**src/rtl/pipe_hazard_ctrl_if.sv**
```systemverilog
// ---------------------------------------------------------------------------
// pipe_hazard_ctrl_if
// Bundles the hazard event inputs and the stall/flush control outputs that
// pass between the pipeline datapath and the hazard controller.
//
// Signals:
//   i_load_use, i_mul_start, i_div_start, i_branch_taken,
//   i_mem_exc, i_imem_stall, i_dmem_stall      hazard events from the pipeline
//   o_*_we                                     pipeline register write enables
//   o_*_flush                                  bubble insert (only with _we)
//   o_pc_sel_exc                               PC loads the exception vector
//   o_ex_busy, o_muldiv_done                   mul/div occupancy status
//
// Modports:
//   master : pipeline side (drives events, receives controls)
//   slave  : hazard controller side
// ---------------------------------------------------------------------------
interface pipe_hazard_ctrl_if;
   logic i_load_use;
   logic i_mul_start;
   logic i_div_start;
   logic i_branch_taken;
   logic i_mem_exc;
   logic i_imem_stall;
   logic i_dmem_stall;

   logic o_pc_we;
   logic o_if_id_we;
   logic o_id_ex_we;
   logic o_ex_mem_we;
   logic o_mem_wb_we;
   logic o_if_id_flush;
   logic o_id_ex_flush;
   logic o_ex_mem_flush;
   logic o_mem_wb_flush;
   logic o_pc_sel_exc;
   logic o_ex_busy;
   logic o_muldiv_done;

   modport master (
      output i_load_use, i_mul_start, i_div_start, i_branch_taken,
             i_mem_exc, i_imem_stall, i_dmem_stall,
      input  o_pc_we, o_if_id_we, o_id_ex_we, o_ex_mem_we, o_mem_wb_we,
             o_if_id_flush, o_id_ex_flush, o_ex_mem_flush, o_mem_wb_flush,
             o_pc_sel_exc, o_ex_busy, o_muldiv_done
   );

   modport slave (
      input  i_load_use, i_mul_start, i_div_start, i_branch_taken,
             i_mem_exc, i_imem_stall, i_dmem_stall,
      output o_pc_we, o_if_id_we, o_id_ex_we, o_ex_mem_we, o_mem_wb_we,
             o_if_id_flush, o_id_ex_flush, o_ex_mem_flush, o_mem_wb_flush,
             o_pc_sel_exc, o_ex_busy, o_muldiv_done
   );
endinterface

```
**src/rtl/pipe_hazard_ctrl.sv**
```systemverilog
// ---------------------------------------------------------------------------
// pipe_hazard_ctrl
// Central stall/flush sequencer for a 5-stage in-order pipeline. Tracks
// multi-cycle mul/div occupancy of EX (RUN/BUSY/DONE FSM plus down-counter)
// and resolves exception, dmem wait, EX busy, branch, load-use and imem wait
// in that fixed priority order.
//
// Ports:
//   clk     clock
//   resetn  asynchronous active-low reset
//   hz      pipe_hazard_ctrl_if.slave (events in, stall/flush controls out)
//   o_stall_cycles, o_flush_events  (only with PIPE_HAZARD_PERF_EN defined)
//
// Optional feature macro: PIPE_HAZARD_PERF_EN adds two 32-bit wrapping
// performance counters (cycles with PC held, cycles with any flush).
// ---------------------------------------------------------------------------
module pipe_hazard_ctrl #(
   parameter int MUL_LAT = 4,
   parameter int DIV_LAT = 34,
   parameter int CNT_W   = 6
) (
   input logic clk,
   input logic resetn,
   pipe_hazard_ctrl_if.slave hz
`ifdef PIPE_HAZARD_PERF_EN
   ,
   output logic [31:0] o_stall_cycles,
   output logic [31:0] o_flush_events
`endif
);

   typedef enum logic [1:0] {RUN, BUSY, DONE} state_t;

   // The start cycle itself is one EX cycle, and the DONE cycle another,
   // so the counter only has to cover LAT-2 cycles in between.
   localparam logic [CNT_W-1:0] MUL_LOAD  = CNT_W'(MUL_LAT - 2);
   localparam logic [CNT_W-1:0] DIV_LOAD  = CNT_W'(DIV_LAT - 2);
   localparam bit               MUL_MULTI = (MUL_LAT > 2);
   localparam bit               DIV_MULTI = (DIV_LAT > 2);

   state_t           state, state_nxt;
   logic [CNT_W-1:0] cnt, cnt_nxt;

   logic start_any;
   logic ex_busy;
   logic pc_we, if_id_we, id_ex_we, ex_mem_we, mem_wb_we;
   logic if_id_flush, id_ex_flush, ex_mem_flush, mem_wb_flush;
   logic pc_sel_exc;

   assign start_any = hz.i_mul_start | hz.i_div_start;
   assign ex_busy   = ((state == RUN) && start_any) || (state == BUSY);

   // State and counter register.
   always_ff @(posedge clk or negedge resetn) begin
      if (!resetn) begin
         state <= RUN;
         cnt   <= '0;
      end else begin
         state <= state_nxt;
         cnt   <= cnt_nxt;
      end
   end

   // Next-state logic. An exception aborts any mul/div in flight. A start
   // is only recognised in RUN, so a start held into BUSY/DONE (or held
   // across a dmem freeze) never re-arms the counter.
   always_comb begin
      state_nxt = state;
      cnt_nxt   = cnt;
      if (hz.i_mem_exc) begin
         state_nxt = RUN;
         cnt_nxt   = '0;
      end else begin
         case (state)
            RUN: begin
               if (hz.i_div_start) begin
                  cnt_nxt   = DIV_LOAD;
                  state_nxt = DIV_MULTI ? BUSY : DONE;
               end else if (hz.i_mul_start) begin
                  cnt_nxt   = MUL_LOAD;
                  state_nxt = MUL_MULTI ? BUSY : DONE;
               end
            end
            BUSY: begin
               if (!hz.i_dmem_stall) begin
                  cnt_nxt = cnt - CNT_W'(1);
                  if (cnt == CNT_W'(1)) begin
                     state_nxt = DONE;
                  end
               end
            end
            DONE: begin
               if (ex_mem_we && !ex_mem_flush) begin
                  state_nxt = RUN;
               end
            end
            default: begin
               state_nxt = RUN;
               cnt_nxt   = '0;
            end
         endcase
      end
   end

   // Fixed-priority stall/flush resolution. While EX is busy the result
   // of the instruction in EX is not yet meaningful, so branch and
   // load-use are ignored; a bubble is pushed into MEM instead.
   always_comb begin
      pc_we        = 1'b1;
      if_id_we     = 1'b1;
      id_ex_we     = 1'b1;
      ex_mem_we    = 1'b1;
      mem_wb_we    = 1'b1;
      if_id_flush  = 1'b0;
      id_ex_flush  = 1'b0;
      ex_mem_flush = 1'b0;
      mem_wb_flush = 1'b0;
      pc_sel_exc   = 1'b0;
      if (hz.i_mem_exc) begin
         if_id_flush  = 1'b1;
         id_ex_flush  = 1'b1;
         ex_mem_flush = 1'b1;
         mem_wb_flush = 1'b1;
         pc_sel_exc   = 1'b1;
      end else if (hz.i_dmem_stall) begin
         pc_we     = 1'b0;
         if_id_we  = 1'b0;
         id_ex_we  = 1'b0;
         ex_mem_we = 1'b0;
         mem_wb_we = 1'b0;
      end else if (ex_busy) begin
         pc_we        = 1'b0;
         if_id_we     = 1'b0;
         id_ex_we     = 1'b0;
         ex_mem_flush = 1'b1;
      end else if (hz.i_branch_taken) begin
         if_id_flush = 1'b1;
         id_ex_flush = 1'b1;
      end else if (hz.i_load_use) begin
         pc_we       = 1'b0;
         if_id_we    = 1'b0;
         id_ex_flush = 1'b1;
      end else if (hz.i_imem_stall) begin
         pc_we       = 1'b0;
         if_id_flush = 1'b1;
      end
   end

   // While reset is held the pipeline registers are left free-running
   // with no bubbles, independent of whatever the event inputs are doing.
   always_comb begin
      if (!resetn) begin
         hz.o_pc_we        = 1'b1;
         hz.o_if_id_we     = 1'b1;
         hz.o_id_ex_we     = 1'b1;
         hz.o_ex_mem_we    = 1'b1;
         hz.o_mem_wb_we    = 1'b1;
         hz.o_if_id_flush  = 1'b0;
         hz.o_id_ex_flush  = 1'b0;
         hz.o_ex_mem_flush = 1'b0;
         hz.o_mem_wb_flush = 1'b0;
         hz.o_pc_sel_exc   = 1'b0;
         hz.o_ex_busy      = 1'b0;
         hz.o_muldiv_done  = 1'b0;
      end else begin
         hz.o_pc_we        = pc_we;
         hz.o_if_id_we     = if_id_we;
         hz.o_id_ex_we     = id_ex_we;
         hz.o_ex_mem_we    = ex_mem_we;
         hz.o_mem_wb_we    = mem_wb_we;
         hz.o_if_id_flush  = if_id_flush;
         hz.o_id_ex_flush  = id_ex_flush;
         hz.o_ex_mem_flush = ex_mem_flush;
         hz.o_mem_wb_flush = mem_wb_flush;
         hz.o_pc_sel_exc   = pc_sel_exc;
         hz.o_ex_busy      = ex_busy;
         hz.o_muldiv_done  = (state == DONE);
      end
   end

`ifdef PIPE_HAZARD_PERF_EN
   // Performance counters; plain 32-bit adds wrap naturally.
   always_ff @(posedge clk or negedge resetn) begin
      if (!resetn) begin
         o_stall_cycles <= '0;
         o_flush_events <= '0;
      end else begin
         if (!pc_we) begin
            o_stall_cycles <= o_stall_cycles + 32'd1;
         end
         if (if_id_flush || id_ex_flush || ex_mem_flush || mem_wb_flush) begin
            o_flush_events <= o_flush_events + 32'd1;
         end
      end
   end
`endif

endmodule

```
**src/flat_wrapper.sv**
```systemverilog
// flat-port wrapper written by rule: the top's interface ports become plain ports
module pipe_hazard_ctrl_flat 
#(
   parameter int MUL_LAT = 4,
   parameter int DIV_LAT = 34,
   parameter int CNT_W   = 6
)
  (clk, resetn, hz_i_load_use, hz_i_mul_start, hz_i_div_start, hz_i_branch_taken, hz_i_mem_exc, hz_i_imem_stall, hz_i_dmem_stall, hz_o_pc_we, hz_o_if_id_we, hz_o_id_ex_we, hz_o_ex_mem_we, hz_o_mem_wb_we, hz_o_if_id_flush, hz_o_id_ex_flush, hz_o_ex_mem_flush, hz_o_mem_wb_flush, hz_o_pc_sel_exc, hz_o_ex_busy, hz_o_muldiv_done);
  pipe_hazard_ctrl_if hz_i ();
  input logic clk;
  input logic resetn;
  input wire logic [$bits(hz_i.i_load_use)-1:0] hz_i_load_use;
  input wire logic [$bits(hz_i.i_mul_start)-1:0] hz_i_mul_start;
  input wire logic [$bits(hz_i.i_div_start)-1:0] hz_i_div_start;
  input wire logic [$bits(hz_i.i_branch_taken)-1:0] hz_i_branch_taken;
  input wire logic [$bits(hz_i.i_mem_exc)-1:0] hz_i_mem_exc;
  input wire logic [$bits(hz_i.i_imem_stall)-1:0] hz_i_imem_stall;
  input wire logic [$bits(hz_i.i_dmem_stall)-1:0] hz_i_dmem_stall;
  output wire logic [$bits(hz_i.o_pc_we)-1:0] hz_o_pc_we;
  output wire logic [$bits(hz_i.o_if_id_we)-1:0] hz_o_if_id_we;
  output wire logic [$bits(hz_i.o_id_ex_we)-1:0] hz_o_id_ex_we;
  output wire logic [$bits(hz_i.o_ex_mem_we)-1:0] hz_o_ex_mem_we;
  output wire logic [$bits(hz_i.o_mem_wb_we)-1:0] hz_o_mem_wb_we;
  output wire logic [$bits(hz_i.o_if_id_flush)-1:0] hz_o_if_id_flush;
  output wire logic [$bits(hz_i.o_id_ex_flush)-1:0] hz_o_id_ex_flush;
  output wire logic [$bits(hz_i.o_ex_mem_flush)-1:0] hz_o_ex_mem_flush;
  output wire logic [$bits(hz_i.o_mem_wb_flush)-1:0] hz_o_mem_wb_flush;
  output wire logic [$bits(hz_i.o_pc_sel_exc)-1:0] hz_o_pc_sel_exc;
  output wire logic [$bits(hz_i.o_ex_busy)-1:0] hz_o_ex_busy;
  output wire logic [$bits(hz_i.o_muldiv_done)-1:0] hz_o_muldiv_done;
  assign hz_i.i_load_use = hz_i_load_use;
  assign hz_i.i_mul_start = hz_i_mul_start;
  assign hz_i.i_div_start = hz_i_div_start;
  assign hz_i.i_branch_taken = hz_i_branch_taken;
  assign hz_i.i_mem_exc = hz_i_mem_exc;
  assign hz_i.i_imem_stall = hz_i_imem_stall;
  assign hz_i.i_dmem_stall = hz_i_dmem_stall;
  assign hz_o_pc_we = hz_i.o_pc_we;
  assign hz_o_if_id_we = hz_i.o_if_id_we;
  assign hz_o_id_ex_we = hz_i.o_id_ex_we;
  assign hz_o_ex_mem_we = hz_i.o_ex_mem_we;
  assign hz_o_mem_wb_we = hz_i.o_mem_wb_we;
  assign hz_o_if_id_flush = hz_i.o_if_id_flush;
  assign hz_o_id_ex_flush = hz_i.o_id_ex_flush;
  assign hz_o_ex_mem_flush = hz_i.o_ex_mem_flush;
  assign hz_o_mem_wb_flush = hz_i.o_mem_wb_flush;
  assign hz_o_pc_sel_exc = hz_i.o_pc_sel_exc;
  assign hz_o_ex_busy = hz_i.o_ex_busy;
  assign hz_o_muldiv_done = hz_i.o_muldiv_done;
  pipe_hazard_ctrl #(.MUL_LAT(MUL_LAT), .DIV_LAT(DIV_LAT), .CNT_W(CNT_W)) u_core (.clk(clk), .resetn(resetn), .hz(hz_i));
endmodule
```
**config.mk**
```make
export PLATFORM = sky130hd
export DESIGN_NAME = pipe_hazard_ctrl_flat
export DESIGN_NICKNAME = d
export VERILOG_FILES = /design/src/rtl/pipe_hazard_ctrl_if.sv /design/src/rtl/pipe_hazard_ctrl.sv /design/src/flat_wrapper.sv
export SDC_FILE = /design/constraint.sdc
export NUM_CORES = 1
export LEC_CHECK = 0
export ABC_CLOCK_PERIOD_IN_PS = 4300
export CAP_MARGIN = 20
export CORE_MARGIN = 8
export CORE_UTILIZATION = 45
export CTS_CLUSTER_DIAMETER = 120
export DETAILED_ROUTE_END_ITERATION = 10
export HOLD_SLACK_MARGIN = 0.12
export PLACE_DENSITY = 0.86
export SLEW_MARGIN = 20
export SYNTH_ARGS = -nofsm -noshare
export SYNTH_HDL_FRONTEND = slang
export SYNTH_SLANG_ARGS = --single-unit
```
**constraint.sdc**
```tcl
create_clock -name clk -period 4.3 [get_ports clk]
set_input_delay 0.86 -clock clk [delete_from_list [all_inputs] [get_ports clk]]
set_output_delay 0.86 -clock clk [all_outputs]
set_load 0.01 [all_outputs]
```
After elaboration in Yosys (flattened, before gate mapping):

Cells that the tools add are included.

* register bits after elaboration: 8
* input port bits: 9
* logic and storage cells: 72

* add/subtract/negate cells: 1
* eq/ne operators: 8
* multiplexer cells: 53
* bitwise operators: 1
* reductions and logical operators: 7

Operators by type and width (count)
* 1-bit two-way mux: 41
* 6-bit two-way mux: 4
* 6-bit case mux with 3 select lines: 1
* 2-bit two-way mux: 6
* 6-bit by 1-bit == test with 1-bit output (second input constant): 1
* 3-bit != test (second input constant): 2
* 2-bit case mux with 3 select lines: 1
* 6-bit by 1-bit subtractor with 6-bit output (second input constant): 1
* 4-bit != test (second input constant): 1
* 4-bit AND reduction: 1
* 3-bit by 2-bit != test with 1-bit output (second input constant): 1
* 3-bit AND reduction: 1
* 2-bit by 1-bit == test with 1-bit output (second input constant): 1
* 2-bit == test (second input constant): 1
* 1-bit logical AND: 2
* 2-bit zero test: 1
* 2-bit != test (second input constant): 1
* 1-bit zero test: 1
* 1-bit logical OR: 1
* 1-bit OR: 1

Depth between registers and ports, before layout:

Gate-level depths: netlist (run 1).

* word-level depth: 11
* gate-level depth with buffers: 5

Worst setup path after synthesis (run 1):

Ideal clock, no wire load.

* kind: in2out
* start point: input port hz_i_mem_exc
* end point: output port hz_o_mem_wb_we
* data arrival time: 1.491 ns
* data required time: 3.440 ns
* setup slack: 1.949 ns
* cell stages on the path: 4
* buffers on the path: 2
* path through: buf_2 -> nor2b_1 -> nand2_1 -> buf_4

* longest elaborated chain between the ends: 2

Ends and longest elaborated chain
* start: declaration: RTL line flat_wrapper.sv:16 `input wire logic [$bits(hz_i.i_mem_exc)-1:0] hz_i_mem_exc;`
* 1-bit two-way mux (2 in a row)
* end: declaration: RTL line flat_wrapper.sv:23 `output wire logic [$bits(hz_i.o_mem_wb_we)-1:0] hz_o_mem_wb_we;`

No other way between the ends.

Worst setup path in the final report (run 1):

* start point: input port hz_i_div_start
* end point: output port hz_o_if_id_we

* longest elaborated chain between the ends: 7

Ends and longest elaborated chain
* start: declaration: RTL line flat_wrapper.sv:14 `input wire logic [$bits(hz_i.i_div_start)-1:0] hz_i_div_start;`
* 1-bit OR: RTL line pipe_hazard_ctrl.sv:50 `assign start_any = hz.i_mul_start | hz.i_div_start;`
* 1-bit logical AND: RTL line pipe_hazard_ctrl.sv:51 `assign ex_busy = ((state == RUN) && start_any) || (state == BUSY);`
* 1-bit logical OR: RTL line pipe_hazard_ctrl.sv:51
* 1-bit two-way mux: RTL line pipe_hazard_ctrl.sv:131 `end else if (ex_busy) begin`
* 1-bit two-way mux: RTL line pipe_hazard_ctrl.sv:125 `end else if (hz.i_dmem_stall) begin`
* 1-bit two-way mux: RTL line pipe_hazard_ctrl.sv:119 `if (hz.i_mem_exc) begin`
* 1-bit two-way mux: RTL line pipe_hazard_ctrl.sv:152 `if (!resetn) begin`
* end: declaration: RTL line flat_wrapper.sv:20 `output wire logic [$bits(hz_i.o_if_id_we)-1:0] hz_o_if_id_we;`

No other way between the ends.

==> flow_summary.yaml, run 1 <==
status:
  outcome: "finished clean"
sta:
  timing.hold.ws_ns: 0.567
  maxSlewHeadroom_pct: 60.5
  rsz0062_at_grt: "no"
  fmax_mhz: 280
  setup_viol: 0
  worst_slew_pin_slew_ns: 0.591
  hold_viol: 0
  clock_skew_ns: 0.00518
  maxSlewViolCount: 0
  fin_setup_tns_ns: 0
  min_period_ns: 3.57
  fin_crit_sh_pct: 83.0
yosys:
  yosys_warnings: 0
  synth_top_family_by_area: "simple AND/OR/NAND/NOR gates"
  synth.area.mux_share_pct: 3.55
  syn_area_per_cell_sq_um: 8.82
  yosysUniqueCellTypes: 42
  synth_area_sq_um: 741
  ys_ff_latch: 8
  synth-compound-area-share_pct: 25.3
  postSynthCellCount: 84
  synth_adder_area_share_pct: 3.38
  yosys_most_used_dff: "dfrtp_1"
  syn_nets: 95
  ys_seq_area_share_pct: 27.0
  synth_xor_area_share_pct: 1.18
  synth-edff-count: 0
  synthSimpleGateAreaFrac_pct: 30.6
  async_flop_share_pct: 100
floorplan:
  die_h_um: 56.6
  die_w_um: 56.6
  ios: 21
  coreArea_sq_um: 1520
  placementRows: 14
  initial_core_util_pct: 48.6
  die_area_sq_um: 3200
clocking:
  cts_inserted_buffers: 3
  hold_buffers: 0
  clk_latency_ns: 0.25
  cts.repair.resized: 0
  cts-htree-levels: 1
  cts_tree: "yes"
  post-cts-setup-buffer-count: 0
  clock-sinks: 8
  root_buffer: "clkbuf_4"
  clock_path_buffers: 2
  path_clk_slew_ns: 0.05
power_and_ir_drop:
  power.internal_uw: 164
  combPwrFrac_pct: 36.6
  p_leak_uw: 0.000381
  swShare_pct: 33.6
  total_power_uw: 247
  powerDensity_nw_per_um2: 262
  power_frac_seq_pct: 41.0
  switchingPower_uw: 82.8
  vdd.ir_drop.worst_mv: 0.179
  clockPowerShare_pct: 22.4
critical_path:
  start_kind: "input pin"
  cp-end-kind: "output pin"
  crit_arrival_ns: 2.71
  cp_max_fo: 5
  worst_ep_required_time_ns: 3.44
  path_class: "in2out"
routing:
  via_count: 683
  drcViolationCount: 0
  routed_wl_mm: 1.93
  ant_nets: 0
  drtPass1Iterations: 4
  wire_per_inst_um: 16.5
  vias_per_cell: 5.84
  drtIter0Drc: 13
global_route:
  grt-ovfl-total: 0
  grt_start_max_net_pins: 16
  grt_pass1_wl_mm: 3.11
  track_usage_pct: 11.9
  grt_pass1_vias: 711
  antenna_found_initial: 0
finish:
  syn_to_final_growth_pct: 27.4
  drive_gt1_share_pct: 10.9
  n_antenna_cell: 0
  nets: 114
  fin_area_sq_um: 943
run:
  drv_cap: 0
placed_design:
  io_buffers: 20
  post_dp_cell_area_sq_um: 921
  gp_congestion: 0.759
  hpwl_mm: 1.53
hold_path:
  hp-class: "reg2reg"
## final timing paths
kind / startpoint / endpoint / slack, ns / cells after the start
setup / recovery: hz_i_div_start / hz_o_if_id_we / 0.73 / 5
hold / removal: u_core.cnt[1] / u_core.cnt[1] / 0.57 / 1
setup reg to reg: u_core.state[0] / u_core.cnt[1] / 2.73 / 3
hold reg to reg: u_core.cnt[1] / u_core.cnt[1] / 0.57 / 1
max in group asynchronous: resetn / u_core.cnt[3] / 2.99 / 1
min in group asynchronous: resetn / u_core.cnt[0] / 0.96 / 1
## synthesized netlist by cell type, types with 2 or more instances
library cell | n | share of area (%)
dfrtp_1 | 8 | 27
buf_2 | 2 | 1.4
nor2b_1 | 5 | 4.2
o21ai_1 | 2 | 1.4
nand3_1 | 3 | 2.0
o21bai_1 | 2 | 2.0
ha_1 | 2 | 3.4
buf_4 | 4 | 4.1
o211ai_1 | 4 | 4.1
a21oi_1 | 3 | 2.0
nand2_1 | 3 | 1.5
inv_1 | 7 | 3.5
nor3_1 | 2 | 1.4
nor2_1 | 7 | 3.5
and2_1 | 2 | 1.7
nor3b_1 | 2 | 2.0
## through the flow
| step | setup WS [ns] | cells | utilization [%] |
|---|---|---|---|
| 4_1_cts | 0.746 | 117 | 61.9 |
| 2_1_floorplan | 1.95 | 84 | - |
| 6_report | 0.731 | 117 | 61.9 |
| 3_3_place_gp | 0.809 | 114 | 60.4 |
| 3_5_place_dp | 0.749 | 114 | 60.4 |
| 5_1_grt | 0.613 | 117 | 61.9 |
## critical path, stage by stage
cell	delay (ns)
clkdlybuf4s50_1	0.51
nor3_2	0.34
o21bai_1	0.20
o21ai_1	0.21
clkdlybuf4s50_1	0.59
## power groups by stage
stage                     Sequential, uW  Clock [uW]  Combinational (uW)
final                                101        55.2                90.4
after detailed placement             102           0                90.4
after global routing                 103        62.6                98.4
after CTS                            100        58.0                90.8
after floorplan                     97.0           0                59.6
after global placement               101           0                87.2
## layout make-up
| class | count | area (sq um) |
|---|---|---|
| Tap cell | 16 | 20.0 |
| Multi-Input combinational cell | 63 | 474 |
| Timing Repair Buffer | 20 | 200 |
| Fill cell | 131 | 581 |
| Clock buffer | 3 | 22.5 |
| Inverter | 7 | 26.3 |
| Sequential cell | 8 | 200 |
## routing by layer
metal / GRT usage (%) / wire [um] / vias to the layer above
met5: 0 / 0 / -
met4: 7.90 / 53 / 0
met3: 3.37 / 96 / 6
met2: 19.9 / 942 / 17
met1: 12.7 / 837 / 315
li1: - / - / 345
## kinds of logic after synthesis
kind of cell | after synthesis
AOI/OAI and AO/OA | 23
xor gates and xnor gates | 1
adders and majority gates | 2
buffers and inverters | 13
DFF | 8
muxes | 2
and+or+nand+nor | 35
## cell usage in the layout, fill, tap and decap left out, types with 2 or more instances in the layout
master	instances
ha_1	2
clkbuf_4	3
o21bai_1	2
inv_1	7
dfrtp_1	8
nand3_1	3
nor2_1	7
nand2_1	3
a21oi_1	3
and2_1	2
nor2b_1	5
o21ai_1	2
clkdlybuf4s50_1	20
nor3b_1	2
o211ai_1	4
nor3_1	2
## flip-flops by register name, indices dropped and copies added (netlist names)
name / cells
u_core.state: 2
u_core.cnt: 6
No activity file was read; power rests on OpenSTA's default activity.
==> run 2: changes to the inputs <==
--- a/config.mk
+++ b/config.mk
@@ -5,7 +5,7 @@
 export SDC_FILE = /design/constraint.sdc
 export NUM_CORES = 1
 export LEC_CHECK = 0
-export ABC_CLOCK_PERIOD_IN_PS = 4300
+export ABC_CLOCK_PERIOD_IN_PS = 3400
 export CAP_MARGIN = 20
 export CORE_MARGIN = 8
 export CORE_UTILIZATION = 45
==> constraint.sdc (replaced) <==
create_clock -name clk -period 3.4 [get_ports clk]
set_input_delay 0.68 -clock clk [delete_from_list [all_inputs] [get_ports clk]]
set_output_delay 0.68 -clock clk [all_outputs]
set_load 0.01 [all_outputs]
==> flow_summary.yaml, run 2 (synthesis gave the netlist of run 1 again) <==
power_and_ir_drop:
  power_frac_seq_pct: 38.9
  p_leak_uw: 0.000400
  total_power_uw: 328
  combPwrFrac_pct: 36.5
  swShare_pct: 35.8
  power.internal_uw: 211
  clockPowerShare_pct: 24.7
  vdd.ir_drop.worst_mv: 0.249
  switchingPower_uw: 117
  powerDensity_nw_per_um2: 337
critical_path:
  rr_worst_depth: 3
  endpoint: "hz_o_id_ex_flush"
  worst_ep_required_time_ns: 2.72
  r2r-end: "u_core.cnt[1]"
  crit_chain: "clkdlybuf4s50_1 -> nor3_2 -> o21bai_1 -> a21oi_1 -> clkdlybuf4s50_1"
  cp_max_fo: 5
  path_class: "in2out"
  start_kind: "input pin"
  crit_arrival_ns: 2.40
  cp-end-kind: "output pin"
  crit_family: "buffers and inverters"
  cp.depth: 5
  slowest_stage: "clkdlybuf4s50_1"
  crit_start: "hz_i_div_start"
  crit_path_frequent_cell: "clkdlybuf4s50_1"
  rrSetupSlack_ns: 1.81
  timing.rr.start: "u_core.state[0]"
  slowest_delay_ns: 0.57
  crit_buf_inv: 2
placed_design:
  gp_congestion: 0.836
  io_buffers: 20
  post_dp_cell_area_sq_um: 951
  hpwl_mm: 1.61
global_route:
  grt_pass1_wl_mm: 3.48
  track_usage_pct: 13.2
  grt_start_max_net_pins: 15
  grt_pass1_vias: 760
  grt-ovfl-total: 0
  antenna_found_initial: 0
clocking:
  cts_tree: "yes"
  hold_buffers: 0
  cts_inserted_buffers: 3
  path_clk_slew_ns: 0.07
  root_buffer: "clkbuf_4"
  post-cts-setup-buffer-count: 0
  clock_path_buffers: 2
  clk_latency_ns: 0.27
  cts-htree-levels: 1
  cts.repair.resized: 0
  clock-sinks: 8
floorplan:
  coreArea_sq_um: 1520
  placementRows: 14
  die_area_sq_um: 3200
  initial_core_util_pct: 48.6
  die_h_um: 56.6
  die_w_um: 56.6
  ios: 21
sta:
  fin_setup_tns_ns: 0
  clock_skew_ns: 0.00965
  maxSlewViolCount: 0
  maxSlewHeadroom_pct: 71.9
  hold_viol: 0
  fmax_mhz: 325
  worst_slew_pin_slew_ns: 0.411
  min_period_ns: 3.08
  timing.hold.ws_ns: 0.571
  fin_crit_sh_pct: 90.5
  rsz0062_at_grt: "no"
  setup_viol: 0
finish:
  nets: 118
  fillers: 124
  fin_area_sq_um: 973
  syn_to_final_growth_pct: 31.4
  largest-register: "u_core.cnt"
  largest_reg_flops: 6
  drive_gt1_share_pct: 14.3
  n_antenna_cell: 0
  regArea_sq_um: 200
  final_cell_mix: "clkdlybuf4s50_1, dfrtp_1, inv_1, nor2_1, nor2b_1"
  final_common_cell: "clkdlybuf4s50_1"
  multi_input_area_sq_um: 474
  reg.largest.list: "u_core.cnt (6), u_core.state (2)"
routing:
  via_count: 728
  ant_nets: 0
  drcViolationCount: 0
  vias_per_cell: 6.02
  drtIter0Drc: 23
  wire_per_inst_um: 17.2
  drtPass1Iterations: 4
  routed_wl_mm: 2.08
run:
  drv_cap: 0
status:
  outcome: "finished clean"
hold_path:
  hp-class: "reg2reg"
## run 2: cell count changes in the layout (fill, tap and decap cells not counted)
| cell | before | now |
|---|---|---|
| buf_4 | 0 | 4 |
## run 2: worst min path at each step
stage | cells after the start | start | to | slack, ns
after floorplan | 0 | resetn | u_core.cnt[0] | 0.38
after global placement | 1 | u_core.cnt[1] | u_core.cnt[1] | 0.53
after detailed placement | 1 | u_core.cnt[1] | u_core.cnt[1] | 0.55
after CTS | 1 | u_core.cnt[1] | u_core.cnt[1] | 0.57
after global routing | 1 | u_core.cnt[1] | u_core.cnt[1] | 0.61
final | 1 | u_core.cnt[1] | u_core.cnt[1] | 0.57
## run 2: power by group through the flow
stage | sequential (uW) | clock, uW | combinational, uW
2_1_floorplan | 123 | 0 | 75.4
4_1_cts | 127 | 80.6 | 120
5_1_grt | 131 | 84.0 | 131
6_report | 128 | 81.0 | 120
3_5_place_dp | 129 | 0 | 118
3_3_place_gp | 127 | 0 | 113
## run 2: area by class of cell
cell class | count | area share, %
Tap cell | 16 | 2.06
Sequential cell | 8 | 20.6
Multi-Input combinational cell | 63 | 48.7
Inverter | 7 | 2.70
Timing Repair Buffer | 24 | 23.7
Clock buffer | 3 | 2.31
## run 2: through the flow
step                utilization [%]  setup WS (ns)  instances
detailed placement             62.4          0.317        118
CTS                            63.9          0.315        121
floorplan                         -           1.41         84
global route                   63.9          0.172        121
finish                         63.9          0.323        121
global placement               62.4          0.342        118
## run 2: layer usage
metal  vias to the layer above  part of all wire, %  global-route usage (%)
met5                         -                    0                       0
met4                         0                  2.7                    6.19
met3                         9                  6.7                    4.04
met2                        26                   48                    20.7
met1                       343                   42                    15.8
li1                        350                    -                       -
